$ cat src/rtl/fp32_pkg.sv
// Shared FP32 constants and the state encoding for the integer-power sequencer.
// Imported by the controller and by anything that drives the shared multiplier.
package fp32_pkg;

  localparam logic [31:0] FP_ONE  = 32'h3F80_0000;
  localparam logic [31:0] FP_ZERO = 32'h0000_0000;
  localparam logic [31:0] FP_QNAN = 32'h7FC0_0000;

  typedef enum logic [2:0] {
    IDLE    = 3'd0,
    CHK     = 3'd1,
    ISSUE_R = 3'd2,
    WAIT_R  = 3'd3,
    ISSUE_S = 3'd4,
    WAIT_S  = 3'd5,
    FIN     = 3'd6
  } pow_state_e;

endpackage

$ cat src/rtl/fp_pow_int_ctrl.sv
// Right-to-left square-and-multiply sequencer computing base^n (FP32 base, unsigned n).
// Every multiply is issued over req/ack to one shared external FP32 multiplier.
module fp_pow_int_ctrl
  import fp32_pkg::*;
#(
  parameter int          N_W    = 8,
  parameter logic [31:0] ONE_FP = FP_ONE
) (
  input  logic           clk,
  input  logic           rst_n,
  input  logic           start,
  input  logic [31:0]    base,
  input  logic [N_W-1:0] n,
  output logic           busy,
  output logic           done,
  output logic [31:0]    out,
  output logic [3:0]     mul_cnt,
  output logic           mul_req,
  output logic [31:0]    mul_a,
  output logic [31:0]    mul_b,
  input  logic           mul_ack,
  input  logic [31:0]    mul_res
);

  pow_state_e     state_q, state_d;
  logic [31:0]    r_q, r_d;
  logic [31:0]    s_q, s_d;
  logic [N_W-1:0] e_q, e_d;
  logic           busy_q, busy_d;
  logic           done_q, done_d;
  logic [31:0]    out_q, out_d;
  logic [3:0]     cnt_q, cnt_d;
  logic           req_q, req_d;
  logic [31:0]    a_q, a_d;
  logic [31:0]    b_q, b_d;

  logic           e_gt_one;

  assign e_gt_one = (e_q > N_W'(1));

  always_comb begin
    state_d = state_q;
    r_d     = r_q;
    s_d     = s_q;
    e_d     = e_q;
    busy_d  = busy_q;
    done_d  = 1'b0;
    out_d   = out_q;
    cnt_d   = cnt_q;
    req_d   = req_q;
    a_d     = a_q;
    b_d     = b_q;

    unique case (state_q)
      IDLE: begin
        if (start) begin
          r_d     = ONE_FP;
          s_d     = base;
          e_d     = n;
          cnt_d   = 4'd0;
          busy_d  = 1'b1;
          state_d = (n == '0) ? FIN : CHK;
        end
      end

      CHK: begin
        if (e_q[0]) begin
          state_d = ISSUE_R;
        end else if (e_gt_one) begin
          state_d = ISSUE_S;
        end else begin
          state_d = FIN;
        end
      end

      ISSUE_R: begin
        req_d   = 1'b1;
        a_d     = r_q;
        b_d     = s_q;
        cnt_d   = cnt_q + 4'd1;
        state_d = WAIT_R;
      end

      // Once the result absorbs its factor, the last bit skips CHK; the
      // trailing square would be wasted so it is never issued.
      WAIT_R: begin
        if (mul_ack) begin
          r_d   = mul_res;
          req_d = 1'b0;
          if (e_gt_one) begin
            state_d = ISSUE_S;
          end else begin
            e_d     = e_q >> 1;
            state_d = FIN;
          end
        end
      end

      ISSUE_S: begin
        req_d   = 1'b1;
        a_d     = s_q;
        b_d     = s_q;
        cnt_d   = cnt_q + 4'd1;
        state_d = WAIT_S;
      end

      WAIT_S: begin
        if (mul_ack) begin
          s_d     = mul_res;
          e_d     = e_q >> 1;
          req_d   = 1'b0;
          state_d = CHK;
        end
      end

      FIN: begin
        out_d   = r_q;
        done_d  = 1'b1;
        busy_d  = 1'b0;
        state_d = IDLE;
      end

      default: begin
        state_d = IDLE;
        req_d   = 1'b0;
        busy_d  = 1'b0;
      end
    endcase
  end

  always_ff @(posedge clk or negedge rst_n) begin
    if (!rst_n) begin
      state_q <= IDLE;
      r_q     <= FP_ZERO;
      s_q     <= FP_ZERO;
      e_q     <= '0;
      busy_q  <= 1'b0;
      done_q  <= 1'b0;
      out_q   <= FP_ZERO;
      cnt_q   <= 4'd0;
      req_q   <= 1'b0;
      a_q     <= FP_ZERO;
      b_q     <= FP_ZERO;
    end else begin
      state_q <= state_d;
      r_q     <= r_d;
      s_q     <= s_d;
      e_q     <= e_d;
      busy_q  <= busy_d;
      done_q  <= done_d;
      out_q   <= out_d;
      cnt_q   <= cnt_d;
      req_q   <= req_d;
      a_q     <= a_d;
      b_q     <= b_d;
    end
  end

  assign busy    = busy_q;
  assign done    = done_q;
  assign out     = out_q;
  assign mul_cnt = cnt_q;
  assign mul_req = req_q;
  assign mul_a   = a_q;
  assign mul_b   = b_q;

endmodule

$ cat config.mk
export PLATFORM = sky130hd
export DESIGN_NAME = fp_pow_int_ctrl
export DESIGN_NICKNAME = d
export VERILOG_FILES = /design/src/rtl/fp32_pkg.sv /design/src/rtl/fp_pow_int_ctrl.sv
export SDC_FILE = /design/constraint.sdc
export NUM_CORES = 1
export LEC_CHECK = 0
export BUFFER_PORTS_ARGS = -buffer_cell sky130_fd_sc_hd__buf_2
export CAP_MARGIN = 20
export CORE_MARGIN = 2
export CORE_UTILIZATION = 54
export DETAILED_ROUTE_END_ITERATION = 10
export PLACE_DENSITY = 0.79
export SYNTH_ARGS = -nofsm -noshare
export SYNTH_HDL_FRONTEND = slang
export SYNTH_SLANG_ARGS = --single-unit
$ cat constraint.sdc
create_clock -name clk -period 2.3 [get_ports clk]
set_input_delay 0.115 -clock clk [delete_from_list [all_inputs] [get_ports clk]]
set_output_delay 0.115 -clock clk [all_outputs]
set_load 0.01 [all_outputs]
### Yosys cells after proc, flatten, opt, wreduce, memory -nomap -nowiden

Cells that the tools add are included.

* muxes and demuxes: 25
* bitwise operators: 2
* $lt $le $gt $ge: 1
* add/subtract/negate cells: 1
* eq/ne operators: 11
* reductions and logical operators: 18

Operator list (number)
* $pmux 32 s2: 3
* $mux 32: 3
* $mux 8: 4
* $pmux 8 s3: 1
* $pmux 3 s6: 1
* $mux 3: 5
* $eq 3x3->1 const B: 3
* $reduce_and 3->1: 3
* $gt 8x1->1 const B: 1
* $logic_not 8->1: 1
* $ne 2x2->1 const B: 4
* $pmux 4 s2: 1
* $reduce_bool 2->1: 4
* $eq 3x2->1 const B: 2
* $reduce_and 2->1: 3
* $reduce_and 5->1: 1
* $reduce_or 5->1: 1
* $add 4x1->4 const B: 1
* $mux 4: 1
* $reduce_or 2->1: 2
* $eq 3x1->1 const B: 1
* $logic_not 3->1: 1
* $mux 1: 3
* $pmux 1 s3: 1
* 6 further kinds: 7

* word-level logic and storage cells: 69
* register bits: 178
* output and inout port bits: 103

### Longest topological paths before layout

Gate-level depths: netlist of the first run.

* depth in word-level cells: 4
* gate-level depth with buffers: 7

### Worst setup path before layout of the first run

No wires, ideal clock.

* path kind: flip-flop to flip-flop
* start point: register e_q[4]
* end point: register e_q[1]
* setup slack: 0.371 ns
* data required time: 2.175 ns
* data arrival time: 1.805 ns
* cell stages (with the launch flop): 6
* buffers on the path: 1
* setup time: 0.125 ns
* period minus slack after synthesis: 1.929 ns
* path through: dfrtp_1 > or4_1 > o311ai_1 > and4_1 > buf_6 > mux2_2

* word-level cells in the longest chain between the ends: 3

Ends and longest elaborated chain
* from (decl): line fp_pow_int_ctrl.sv:28 `logic [N_W-1:0] e_q, e_d;`
* from (signal assigned): line fp_pow_int_ctrl.sv:136 `e_q <= '0;`
* from (signal assigned): line fp_pow_int_ctrl.sv:148 `e_q <= e_d;`
* $gt 8x1->1: line fp_pow_int_ctrl.sv:39 `assign e_gt_one = (e_q > N_W'(1));`
* $ne 2x2->1 (no source line)
* $reduce_and 5->1 (no source line)

Every way passes these cells.
A chain may end at the register's enable or synchronous reset.

### Final worst setup path of the first run

* start point: register e_q[4]
* end point: register e_q[4]

Same word-level chain as after synthesis.

==> flow_summary_export.csv, run 1 <==
group,metric,value,unit
timing,setup_slack,0.154,ns
grt,antenna_found_initial,0,
logic_synthesis,yosysUniqueCellTypes,44,
final_layout,syn_to_final_growth,29.4,%
timing,skew,0.0101,ns
logic_synthesis,synth-async-reset-ratio,100,%
critical_path,criticalPathCategory,"reg2reg",
logic_synthesis,synth_nets,741,
logic_synthesis,synth_edf_count,0,
floorplan,start_util,55.2,%
critical_path,cpPeakStageDelay,0.55,ns
timing,layout_min_cycle_time,2.15,ns
final_layout,final_cell_mix,"dfrtp_1 (178), buf_2 (177), nor2_1 (77), mux2_2 (77), a21oi_1 (70)",
detailed_routing,avgRoutedWirePerCell,17.8,um
logic_synthesis,synth_area,7660,um^2
critical_path,cp_data_arrival_time,2.45,ns
final_layout,layout.nets,965,
placed_design,io_buffers,178,
floorplan,fp.dieH,123,um
cts,cts_buffer_depth,2,
detailed_routing,first_pass_iters,6,
timing,report.final.slew_viol_count,0,
logic_synthesis,synth_flop_cell,"dfrtp_1",
detailed_routing,wl,19.2,mm
logic_synthesis,synth_seq_cells,178,
cts,clock_sinks,178,
floorplan,core_area,13900,um^2
cts,path_clk_slew,0.07,ns
timing,holdWs,0.00425,ns
timing,finalHoldViolations,0,
critical_path,crit_slowest_cell,"or4_1",
detailed_routing,vias,6017,
floorplan,die-area,15200,um^2
cts,cts_tree,"built",
floorplan,rows,43,
timing,finalCritPeriodShare,93.3,%
status,status,"completed",
logic_synthesis,seq_area_frac_synth,58.1,%
placed_design,preCtsSetupSlack,0.153,ns
final_layout,final_util,71.4,%
timing,tns,0,ns
logic_synthesis,syn_inst,664,
worst_hold_path,hold_path_class,"in2reg",
critical_path,worstPathMaxFanout,8,
critical_path,crit_path_end_kind,"flip-flop",
cts,h-tree-depth,4,
grt,grt_pass1_vias,6093,
logic_synthesis,yosys_warnings,0,
timing,grt_setup_unrepaired,"false",
cts,clk_latency,0.43,ns
grt,grt_pass1_wl,30.3,mm
floorplan,die_w,123,um
power,p_leak,4.73,nW
timing,fmax,466,MHz
timing,worst-slew-pin-transition,0.663,ns
run,max_cap_violations,0,
final_layout,drive_gt1_share,35.2,%
detailed_routing,routed_via_density,5.57,
grt,grt.total_usage,26.2,%
logic_synthesis,avgSynthCellArea,11.5,um^2
placed_design,place.gp.congestion,0.897,
cts,cts_inserted_buffers,17,
cts,ctsRootBufferMaster,"clkbuf_16",
power,ir_worst_vdd,0.841,mV
critical_path,crit_path_cell_trace,"or4_1 > o311ai_1 > and4_1 > mux2_2",
floorplan,ios,179,
cts,cts_resized,0,
critical_path,required,2.61,ns
critical_path,startpoint_type,"flip-flop",
grt,grt_overflow,0,
timing,finalSetupViolCount,0,
detailed_routing,ant_nets,0,
power,fin_total_pwr,14.4,mW
placed_design,hpwlAfterDp,12.5,mm
final_layout,mostFrequentLayoutCell,"dfrtp_1",
power,p_per_area,1450,nW/um^2
timing,slew-limit-headroom,55.8,%
detailed_routing,drcViolationCount,0,
grt,grt_max_degree,63,
final_layout,diodes,0,
detailed_routing,first_iter_violations,344,
[cells in the mapped netlist, types with 3 or more instances]
cell type / instances / area share [%]
dfrtp_1: 178 / 58
nor2_1: 80 / 3.9
mux2_2: 77 / 11
a21oi_1: 70 / 4.6
mux2i_1: 66 / 8.6
nand2_1: 64 / 3.1
o21ai_0: 40 / 2.6
buf_2: 20 / 1.3
clkbuf_1: 14 / 0.69
buf_4: 4 / 0.39
inv_1: 4 / 0.20
and3_1: 3 / 0.25
nor4_1: 3 / 0.25
o221ai_1: 3 / 0.34
[metrics by stage]
| stage | std cells | cell area (um^2) |
|---|---|---|
| 6_report | 1080 | 9910 |
| 3_3_place_gp | 1004 | 8830 |
| 2_1_floorplan | 664 | 7660 |
| 4_1_cts | 1080 | 9910 |
| 5_1_grt | 1080 | 9910 |
| 3_5_place_dp | 1004 | 8830 |
[critical path, delay by kind of cell, from the launching register on]
kind	cells	cell delay, ns
DFF	1	0.39
muxes	1	0.38
AOI/OAI and AO/OA	1	0.26
and+or+nand+nor	2	1.00
[kinds of logic after synthesis]
| logic type | Yosys count | synth area share, % |
|---|---|---|
| flops | 178 | 58.1 |
| fa+ha+maj | 1 | 0.163 |
| mux | 144 | 20.2 |
| buf+inv | 46 | 3.10 |
| compound gates | 129 | 9.29 |
| simple gates | 165 | 8.95 |
| xor+xnor | 1 | 0.114 |
[registers in the layout (all words and copies together), names as in the netlist, 3 cells and up]
name and flops:
s_q 32, e_q 8, out 32, r_q 32, mul_cnt 4, mul_b 32, mul_a 32, state_q 3
[final cells by class]
type	instances	area, um^2
sequential	178	4450
fill	954	3970
inverter	5	18.8
clock buffer	23	478
timing repair buffer	246	1580
clock inverter	8	151
tap	180	225
multi-input combinational	440	3000
[power by group]
part	internal, mW	switching, mW	leakage, nW
combinational	2.65	3.12	2.27
clock	1.90	1.17	0.307
sequential	4.59	0.969	2.15
total	9.14	5.26	4.73
[routing by layer]
metal  track usage [%]  vias to the layer above  share of wire [%]
met2              44.4                      227                 51
met4              11.4                        0                1.9
li1                  -                     2766                  -
met1              32.1                     2990                 41
met5                 0                        -                  0
met3              6.18                       34                6.3
[what timing repair did]
item	CTS	global route
setup buffers	0	0
hold buffers	45	0
endpoints found under the hold margin	100	0
[worst paths after layout]
kind	startpoint	endpoint	slack, ns	cells after the start
setup / recovery	e_q[4]	e_q[4]	0.15	4
hold / removal	base[28]	s_q[28]	0.004	3
setup reg to reg	e_q[4]	e_q[4]	0.15	4
hold reg to reg	out[7]	out[7]	0.50	1
max in group asynchronous	rst_n	s_q[19]	1.27	3
min in group asynchronous	rst_n	s_q[26]	0.23	2
No activity file was read; power rests on OpenSTA's default activity.
==> run 2, diff against run 1 <==
ABC_AREA = 1   (was not set)
CTS_CLUSTER_SIZE = 24   (was not set)
==> flow_summary_export.csv, run 2 <==
group,metric,value,unit
logic_synthesis,synth-async-reset-ratio,100,%
logic_synthesis,synthAdderAreaFrac,0.165,%
detailed_routing,wl,20.0,mm
final_layout,fin_cells,1227,
timing,grt_setup_unrepaired,"false",
final_layout,syn_to_final_growth,26.9,%
logic_synthesis,synth_top_cell_area_share,58.6,%
cts,h-tree-depth,4,
timing,finalHoldViolations,0,
worst_hold_path,hold_path_class,"in2reg",
timing,report.final.slew_viol_count,0,
final_layout,drive_gt1_share,26.2,%
grt,grt_pass1_wl,32.1,mm
placed_design,hpwlAfterDp,13.3,mm
logic_synthesis,synth_edf_count,0,
critical_path,startpoint_type,"flip-flop",
grt,grt_max_degree,69,
critical_path,worstPathMaxFanout,15,
detailed_routing,first_pass_iters,6,
detailed_routing,vias,6664,
floorplan,ios,179,
logic_synthesis,synthMuxAreaShare,0,%
grt,grt_pass1_vias,6293,
grt,grt.total_usage,28.0,%
floorplan,die-area,15000,um^2
power,ir_worst_vdd,0.680,mV
final_layout,diodes,0,
cts,path_clk_slew,0.07,ns
logic_synthesis,synthXorXnorAreaFrac,0.231,%
logic_synthesis,yosys_warnings,0,
timing,setup_slack,0.249,ns
timing,fmax,488,MHz
status,status,"completed",
cts,cts_tree,"built",
timing,finalCritPeriodShare,89.2,%
floorplan,die_w,123,um
worst_hold_path,whs_path_depth,4,
floorplan,fp.dieH,123,um
timing,finalSetupViolCount,0,
logic_synthesis,synth_top_family_by_area,"simple AND/OR/NAND/NOR gates",
grt,antenna_found_initial,0,
critical_path,r2r.worst_path.cells,9,
logic_synthesis,synth_seq_cells,178,
logic_synthesis,syn_inst,836,
logic_synthesis,synth_common_cells,"dfrtp_1 (178), nand2_1 (178), o21ai_0 (140)",
power,p_per_area,1380,nW/um^2
final_layout,final_cell_mix,"dfrtp_1 (178), nand2_1 (177), buf_2 (177)",
cts,clk_latency,0.43,ns
timing,slew-limit-headroom,48.1,%
cts,cts_inserted_buffers,17,
placed_design,place.gp.congestion,0.910,
grt,grt_overflow,0,
floorplan,start_util,54.9,%
logic_synthesis,synth_area,7590,um^2
floorplan,core_area,13800,um^2
final_layout,mostFrequentLayoutCell,"dfrtp_1",
timing,tns,0,ns
timing,worst-slew-pin-transition,0.775,ns
timing,layout_min_cycle_time,2.05,ns
final_layout,layout.nets,1112,
logic_synthesis,synth-compound-area-share,16.2,%
run,max_cap_violations,0,
power,p_leak,4.74,nW
logic_synthesis,seq_area_frac_synth,58.6,%
detailed_routing,drcViolationCount,0,
critical_path,required,2.62,ns
critical_path,criticalPathCategory,"reg2reg",
logic_synthesis,synth_nets,913,
placed_design,io_buffers,178,
power,fin_total_pwr,13.3,mW
logic_synthesis,yosysUniqueCellTypes,28,
placed_design,preCtsSetupSlack,0.282,ns
cts,cts_resized,0,
detailed_routing,routed_via_density,5.43,
detailed_routing,ant_nets,0,
cts,cts_buffer_depth,2,
cts,ctsRootBufferMaster,"clkbuf_16",
cts,clock_sinks,178,
detailed_routing,avgRoutedWirePerCell,16.3,um
logic_synthesis,synthSimpleGateAreaFrac,17.1,%
detailed_routing,first_iter_violations,546,
logic_synthesis,synth_flop_cell,"dfrtp_1",
floorplan,rows,43,
critical_path,cp_data_arrival_time,2.37,ns
timing,skew,0.00782,ns
final_layout,final_util,69.7,%
critical_path,crit_path_end_kind,"flip-flop",
logic_synthesis,avgSynthCellArea,9.08,um^2
cts,cts_hold_buf,34,
placed_design,dpl.cell_count,1162,
logic_synthesis,synth_top_area_cell,"dfrtp_1",
cts,postCtsSetupBuffers,0,
final_layout,nFillCells,1071,
logic_synthesis,synth_top_cells_by_area,"dfrtp_1 (59%), o21ai_0 (9.2%), nand2_1 (8.8%)",
==> run 2: worst max-delay path, cell delays in order (launching register included) <==
cell	delay [ns]
dfrtp_1	0.41
inv_2	0.09
nor2_1	0.07
nand2_1	0.13
buf_4	0.20
nand2_2	0.18
a21oi_2	0.48
nand2_2	0.21
nand2_1	0.11
nand2_1	0.05
==> run 2: where the power goes <==
group | switching, mW | internal (mW)
clock network | 1.19 | 1.83
registers | 0.761 | 4.44
logic | 3.16 | 1.88
==> run 2: cell type report <==
cell class / instances / area (um^2) / area share [%]
clock buffer: 20 / 447 / 4.64
clock inverter: 11 / 161 / 1.68
inverter: 85 / 319 / 3.31
multi-input combinational: 522 / 2560 / 26.6
sequential: 178 / 4450 / 46.2
tap: 180 / 225 / 2.34
timing repair buffer: 231 / 1470 / 15.2
==> run 2: cell families after synthesis <==
family,after synthesis
AND/OR/NAND/NOR,303
AO/OA/AOI/OAI,216
flip-flops,178
buffers and inverters,136
XOR/XNOR,2
adder cells (fa/ha/maj),1
==> run 2: worst paths after layout <==
| path | slack, ns | to | startpoint |
|---|---|---|---|
| max reg2reg | 0.25 | e_q[4] | state_q[1] |
| min | 0.03 | s_q[4] | base[4] |
| min reg2reg | 0.48 | mul_b[9] | mul_b[9] |
| min in group asynchronous | 0.21 | out[23] | rst_n |
| max in group asynchronous | 1.38 | out[16] | rst_n |
| max | 0.25 | e_q[4] | state_q[1] |
==> run 2: routing by layer <==
metal  routed length (um)  global-route usage [%]  up-vias
met1                 8600                    38.3     3179
met3                 1470                    7.34       57
met4                  581                    10.3        0
met5                    0                       0        -
met2                 9390                    43.5      292
li1                     -                       -     3136
==> run 2: through the flow <==
step	area, um^2	hold slack, ns
6_report	9630	0.0255
5_1_grt	9630	0.0377
4_1_cts	9630	0.0212
3_5_place_dp	8690	0.0991
3_3_place_gp	8690	0.0965
2_1_floorplan	7590	-0.181
